## config.mk

```make
export PLATFORM = sky130hd
export DESIGN_NAME = fir_decim_quant
export DESIGN_NICKNAME = d
export VERILOG_FILES = /design/src/rtl/fir_pkg.sv /design/src/rtl/fir_dq_fifo.sv /design/src/rtl/fir_decim_quant.sv
export SDC_FILE = /design/constraint.sdc
export NUM_CORES = 1
export LEC_CHECK = 0
export CAP_MARGIN = 20
export CORE_AREA = 4 4 97 99
export DETAILED_ROUTE_END_ITERATION = 12
export DIE_AREA = 0 0 101 103
export REMOVE_ABC_BUFFERS = 1
export SETUP_SLACK_MARGIN = 0.02
export SLEW_MARGIN = 25
export SYNTH_ARGS = -nofsm -noshare
export SYNTH_HDL_FRONTEND = slang
export SYNTH_SLANG_ARGS = --single-unit
```

## constraint.sdc

```tcl
create_clock -name clk -period 5.25 [get_ports clk]
set_input_delay 1.05 -clock clk [delete_from_list [all_inputs] [get_ports clk]]
set_output_delay 1.05 -clock clk [all_outputs]
set_load 0.005 [all_outputs]
```

## src/rtl/fir_pkg.sv

```systemverilog
// fir_pkg: widths and default configuration shared by the FIR and its decimating quantiser.
package fir_pkg;
    localparam int FIR_SUM_W         = 18;
    localparam int FIR_SAMPLE_W      = 8;
    localparam int FIR_COEF_SUM_LOG2 = 8;
    localparam int FIR_DQ_DECIM      = 4;
    localparam int FIR_DQ_DEPTH      = 4;
endpackage

```

## src/rtl/fir_dq_fifo.sv

```systemverilog
// fir_dq_fifo: synchronous FIFO with a registered head, occupancy output and push/pop while full.
// Ports: clk, reset (async, active-high), push/wdata (write side, dropped when full without pop),
//        ready (consumer accept), dout/valid (registered head), level (occupancy), drop (push lost).
module fir_dq_fifo #(
    parameter int DEPTH = 4,
    parameter int WIDTH = 8
) (
    input  logic                    clk,
    input  logic                    reset,
    input  logic                    push,
    input  logic [WIDTH-1:0]        wdata,
    input  logic                    ready,
    output logic [WIDTH-1:0]        dout,
    output logic                    valid,
    output logic [$clog2(DEPTH):0]  level,
    output logic                    drop
);
    localparam int AW = $clog2(DEPTH);
    logic [WIDTH-1:0] mem [DEPTH];
    logic [AW-1:0] wr_ptr, rd_ptr;
    logic [AW:0] rest;
    logic pop, full, wr;
    assign pop  = valid && ready;
    assign full = level == (AW+1)'(DEPTH);
    assign wr   = push && (!full || pop);
    assign drop = push && full && !pop;
    // entries already in memory that survive this cycle's pop; a new write is only
    // exposed on dout one cycle after it lands, which keeps dout a pure memory read
    assign rest = level - (AW+1)'(pop);
    always_ff @(posedge clk or posedge reset) begin
        if (reset) begin
            wr_ptr <= '0;
            rd_ptr <= '0;
            level  <= '0;
            valid  <= 1'b0;
            dout   <= '0;
        end else begin
            if (wr) wr_ptr <= wr_ptr + AW'(1);
            if (pop) rd_ptr <= rd_ptr + AW'(1);
            level <= rest + (AW+1)'(wr);
            valid <= rest != '0;
            if (rest != '0) dout <= mem[rd_ptr + AW'(pop)];
        end
    end
    always_ff @(posedge clk) begin
        if (wr) mem[wr_ptr] <= wdata;
    end
endmodule

```

## src/rtl/fir_decim_quant.sv

```systemverilog
// fir_decim_quant: decimates the FIR sum, rounds/shifts/saturates it, and queues results in a FIFO.
// Ports: clk, reset (async, active-high), din/din_valid (FIR sum), dout/dout_valid/dout_ready
//        (output handshake), ovf/ovf_clr (sticky drop flag), level (FIFO occupancy).
// Option FIR_DQ_SATCNT_EN adds sat_cnt[15:0], a saturating count of clamped kept samples.
module fir_decim_quant
    import fir_pkg::*;
#(
    parameter int IN_W  = FIR_SUM_W,
    parameter int OUT_W = FIR_SAMPLE_W,
    parameter int SHIFT = FIR_COEF_SUM_LOG2,
    parameter int DECIM = FIR_DQ_DECIM,
    parameter int DEPTH = FIR_DQ_DEPTH
) (
    input  logic                    clk,
    input  logic                    reset,
    input  logic [IN_W-1:0]         din,
    input  logic                    din_valid,
    output logic [OUT_W-1:0]        dout,
    output logic                    dout_valid,
    input  logic                    dout_ready,
    output logic                    ovf,
    input  logic                    ovf_clr,
    output logic [$clog2(DEPTH):0]  level
`ifdef FIR_DQ_SATCNT_EN
    ,
    output logic [15:0]             sat_cnt
`endif
);
    localparam int PW = DECIM > 1 ? $clog2(DECIM) : 1;
    localparam logic [IN_W:0] HALF = (IN_W+1)'(1) << (SHIFT - 1);
    localparam logic [IN_W:0] QMAX = (IN_W+1)'((1 << OUT_W) - 1);
    logic [PW-1:0] phase;
    logic [IN_W:0] r;
    logic [OUT_W-1:0] q, stage;
    logic keep, sat, stage_valid, drop;
    assign keep = din_valid && phase == '0;
    // one extra bit so the rounding offset cannot overflow before the shift
    assign r    = ({1'b0, din} + HALF) >> SHIFT;
    assign sat  = r > QMAX;
    assign q    = sat ? '1 : r[OUT_W-1:0];
    always_ff @(posedge clk or posedge reset) begin
        if (reset) begin
            phase       <= '0;
            stage_valid <= 1'b0;
            stage       <= '0;
            ovf         <= 1'b0;
        end else begin
            if (din_valid) phase <= phase == PW'(DECIM - 1) ? '0 : phase + PW'(1);
            stage_valid <= keep;
            if (keep) stage <= q;
            ovf <= drop || (ovf && !ovf_clr);
        end
    end
`ifdef FIR_DQ_SATCNT_EN
    always_ff @(posedge clk or posedge reset) begin
        if (reset) sat_cnt <= '0;
        else if (ovf_clr) sat_cnt <= '0;
        else if (keep && sat && sat_cnt != 16'hFFFF) sat_cnt <= sat_cnt + 16'd1;
    end
`endif
    fir_dq_fifo #(.DEPTH(DEPTH), .WIDTH(OUT_W)) u_fifo (
        .clk   (clk),
        .reset (reset),
        .push  (stage_valid),
        .wdata (stage),
        .ready (dout_ready),
        .dout  (dout),
        .valid (dout_valid),
        .level (level),
        .drop  (drop)
    );
endmodule

```

==> impl_metrics.py <==
metrics = {
    "outcome": {
        "status": "completed",
    },
    "timing": {
        "final.min_clock_period_ns": 3.11,
        "timing.final.setup_violations": 0,
        "achievable-frequency_ghz": 0.322,
        "setup-tns-final_ns": 0,
        "slew-limit-headroom_pct": 45.3,
        "slew_viol_final": 0,
        "post_route_skew_ns": 0.00296,
        "timing_hold_violations_final": 0,
        "period_utilization_pct": 59.1,
        "unrepaired_setup_endpoints_after_global_routing": "false",
        "measured_slew_at_the_worst_slew_check_pin_ns": 0.818,
    },
    "clock_tree": {
        "post_cts_hold_buffer_count": 0,
        "cts_max_level": 3,
        "post_cts_repair_setup_buffers": 0,
        "clkSlewWorstSetupHoldPaths_ns": 0.06,
        "cts-root-buf": "sky130_fd_sc_hd__clkbuf_8",
        "cts_tree": "built",
        "tritoncts.num_buffers": 9,
        "clk_path_buf_depth": 2,
        "clock_latency_ns": 0.33,
        "numClockSinks": 60,
        "post_cts.resized_instances": 0,
    },
    "synthesis": {
        "ys_warn_count": 0,
        "netlist.area_leader.share_pct": 37.9,
        "synth.top_cells.by_area": "sky130_fd_sc_hd__edfxtp_1 (38%), sky130_fd_sc_hd__dfrtp_1 (28%), sky130_fd_sc_hd__mux4_2 (7.1%), sky130_fd_sc_hd__ha_1 (5.9%), sky130_fd_sc_hd__mux2_2 (3.6%)",
        "syn_avg_cell_area_um2": 15.0,
        "seq_area_frac_synth_pct": 65.5,
        "area_leader_netlist": "sky130_fd_sc_hd__edfxtp_1",
        "mapped_cell_area_um2": 2530,
        "syn-instance-count": 169,
        "synthDistinctLibCells": 28,
        "yosys_register_bits": 60,
    },
    "routing": {
        "detail_route.wl_per_cell_um": 13.5,
        "detailedRoute.firstPassIterationCount": 4,
        "drc_errors": 0,
        "post_dr_vias_cell": 4.45,
        "vias": 1419,
        "drt_first_iter_violations": 42,
        "drt.antenna.violating_nets": 0,
        "total_routed_length_mm": 4.32,
    },
    "floorplan": {
        "die_width_um": 101,
        "die-area_um2": 10400,
        "effective_utilization_at_floorplan_pct": 29.6,
        "fp.coreArea_um2": 8550,
        "die-height_um": 103,
        "io-pin-count": 36,
        "std_cell_rows": 34,
    },
    "worst_setup_path": {
        "cp_data_required_time_ns": 5.47,
        "critPathArrivalTime_ns": 3.32,
        "critPathMaxFanout": 8,
        "startpoint": "dout_ready",
        "end_kind": "flip-flop",
        "r2r-start": "u_fifo.valid",
        "start_kind": "input port",
        "path_class": "in2reg",
    },
    "global_routing": {
        "grt_max_degree": 29,
        "grt_first_pass_wirelength_mm": 7.08,
        "grt_pass1_vias": 1421,
        "global_route.overflow_total": 0,
        "initial_antenna_violation_count": 0,
        "grtUsageTotal_pct": 9.17,
    },
    "power_and_ir_drop": {
        "p_seq_share_pct": 46.7,
        "power.density_cell_area_nw_per_um2": 533,
        "part_of_the_total_power_dissipated_in_the_clock_network_pct": 20.1,
        "switching_power_of_the_nets_uw": 492,
        "leakagePower_uw": 0.00118,
        "intPower_uw": 1160,
        "switching_share_pct": 29.9,
        "ir_drop_worst_vdd_mv": 0.127,
        "share_comb_of_total_power_pct": 33.2,
    },
    "flow_run": {
        "maxCapViolations": 0,
    },
    "placement": {
        "total_of_buffers_placed_on_input_and_output_ports": 28,
        "gp_routability_congestion": 0.778,
        "dp.cells": 303,
        "detailedPlacementHpwl_mm": 3.00,
    },
    "final_layout": {
        "number_of_standard_cells_in_the_final_layout_excluding_fillers": 319,
        "design.final.nets": 241,
        "final_layout_size_suffix_gt1_share_pct": 14.7,
        "syn2layout_area_growth_pct": 22.1,
        "antennaDiodeCount": 0,
    },
    "hold_path": {
        "min-delay-path-class": "reg2reg",
        "hold_path_startpoint": "u_fifo.rd_ptr[1]",
    },
}
## power by group through the flow
stage | combinational (µW) | sequential, µW | clock (µW)
6_report | 548 | 769 | 331
3_5_place_dp | 561 | 782 | 0
3_3_place_gp | 552 | 770 | 0
4_1_cts | 564 | 773 | 343
5_1_grt | 606 | 790 | 364
2_1_floorplan | 369 | 755 | 0
## cell usage after synthesis
cell	number
sky130_fd_sc_hd__and2_1	5
sky130_fd_sc_hd__mux4_2	8
sky130_fd_sc_hd__inv_1	14
sky130_fd_sc_hd__edfxtp_1	32
sky130_fd_sc_hd__or4_1	1
sky130_fd_sc_hd__nor2_1	6
sky130_fd_sc_hd__buf_2	1
sky130_fd_sc_hd__xnor2_1	6
sky130_fd_sc_hd__o211ai_1	5
sky130_fd_sc_hd__xor2_1	4
sky130_fd_sc_hd__o31ai_1	2
sky130_fd_sc_hd__o311ai_1	1
sky130_fd_sc_hd__nand4_2	1
sky130_fd_sc_hd__nand4_1	2
sky130_fd_sc_hd__nand3_1	6
sky130_fd_sc_hd__or4_2	1
sky130_fd_sc_hd__o22ai_1	1
sky130_fd_sc_hd__nand2_1	16
sky130_fd_sc_hd__nor3_1	1
sky130_fd_sc_hd__clkbuf_1	1
sky130_fd_sc_hd__nand3_2	1
sky130_fd_sc_hd__o21ai_0	3
sky130_fd_sc_hd__and3_1	1
sky130_fd_sc_hd__a31oi_1	1
sky130_fd_sc_hd__dfrtp_1	28
sky130_fd_sc_hd__nand4b_1	1
sky130_fd_sc_hd__ha_1	12
sky130_fd_sc_hd__mux2_2	8
## area by class of cell
class,instances,area (µm²)
inverters,14,52.6
clock inverters,3,13.8
well taps,108,135
flip-flops and latches,60,1660
clock buffers,13,139
multi-input cells,93,812
fillers,840,5460
repair buffers,28,280
## path summary, 6_finish.rpt
kind | to | slack (ns) | cells after the start
min in group asynchronous | stage[3] | 1.12 | 2
setup reg to reg | u_fifo.dout[1] | 2.90 | 6
hold / removal | u_fifo.rd_ptr[1] | 0.50 | 1
hold reg to reg | u_fifo.rd_ptr[1] | 0.50 | 1
setup / recovery | u_fifo.dout[1] | 2.14 | 7
max in group asynchronous | u_fifo.dout[6] | 3.73 | 2
## flip-flops by register name (all words and copies together) (netlist names)
register,count
u_fifo.wr_ptr,2
stage,8
u_fifo.valid,1
ovf,1
stage_valid,1
u_fifo.dout,8
u_fifo.level,3
u_fifo.rd_ptr,2
u_fifo.mem,32
phase,2
## logic make-up (layout without fill, tap and decap cells)
| logic type | count (synthesis) | count (layout) | synth area share [%] |
|---|---|---|---|
| xor gates and xnor gates | 10 | 10 | 3.45 |
| and+or+nand+nor | 42 | 42 | 8.49 |
| AOI/OAI and AO/OA | 13 | 13 | 3.50 |
| DFF | 60 | 60 | 65.5 |
| adders and majority gates | 12 | 12 | 5.92 |
| muxes | 16 | 16 | 10.7 |
| buffers and inverters | 16 | 58 | 2.42 |
## through the flow
step	worst slack [ns]	hold WS (ns)	total power [µW]	instance area [µm²]	utilization, %
after global routing	2.08	0.520	1760	3090	36.2
after CTS	2.12	0.501	1680	3090	36.2
after detailed placement	1.80	0.491	1340	2940	34.4
final	2.14	0.499	1650	3090	36.2
after global placement	1.80	0.479	1320	2940	34.4
after floorplan	2.56	0.464	1120	2530	-
## cell usage in the layout (no fill, tap or decap), types with 2 or more instances in the layout
cell	count
sky130_fd_sc_hd__and2_1	5
sky130_fd_sc_hd__clkbuf_1	4
sky130_fd_sc_hd__clkbuf_8	9
sky130_fd_sc_hd__clkdlybuf4s50_1	28
sky130_fd_sc_hd__clkinv_2	2
sky130_fd_sc_hd__dfrtp_1	28
sky130_fd_sc_hd__edfxtp_1	32
sky130_fd_sc_hd__ha_1	12
sky130_fd_sc_hd__inv_1	13
sky130_fd_sc_hd__mux2_2	8
sky130_fd_sc_hd__mux4_2	8
sky130_fd_sc_hd__nand2_1	16
sky130_fd_sc_hd__nand3_1	6
sky130_fd_sc_hd__nand4_1	2
sky130_fd_sc_hd__nor2_1	6
sky130_fd_sc_hd__o211ai_1	5
sky130_fd_sc_hd__o21ai_0	3
sky130_fd_sc_hd__o31ai_1	2
sky130_fd_sc_hd__xnor2_1	6
sky130_fd_sc_hd__xor2_1	4
## metal layers
layer	routed length [µm]	GRT usage (%)	vias up
met5	0	0	-
met4	107	5.83	0
met3	225	2.84	9
met2	1990	13.8	33
met1	2000	11.5	680
li1	-	-	697
## critical path, stage by stage
cell                              delay [ns]
sky130_fd_sc_hd__clkdlybuf4s50_1        0.46
sky130_fd_sc_hd__nand2_1                0.13
sky130_fd_sc_hd__inv_1                  0.15
sky130_fd_sc_hd__ha_1                   0.18
sky130_fd_sc_hd__xor2_1                 0.66
sky130_fd_sc_hd__mux4_2                 0.43
sky130_fd_sc_hd__mux2_2                 0.27
(Power assumes the default switching activity.)
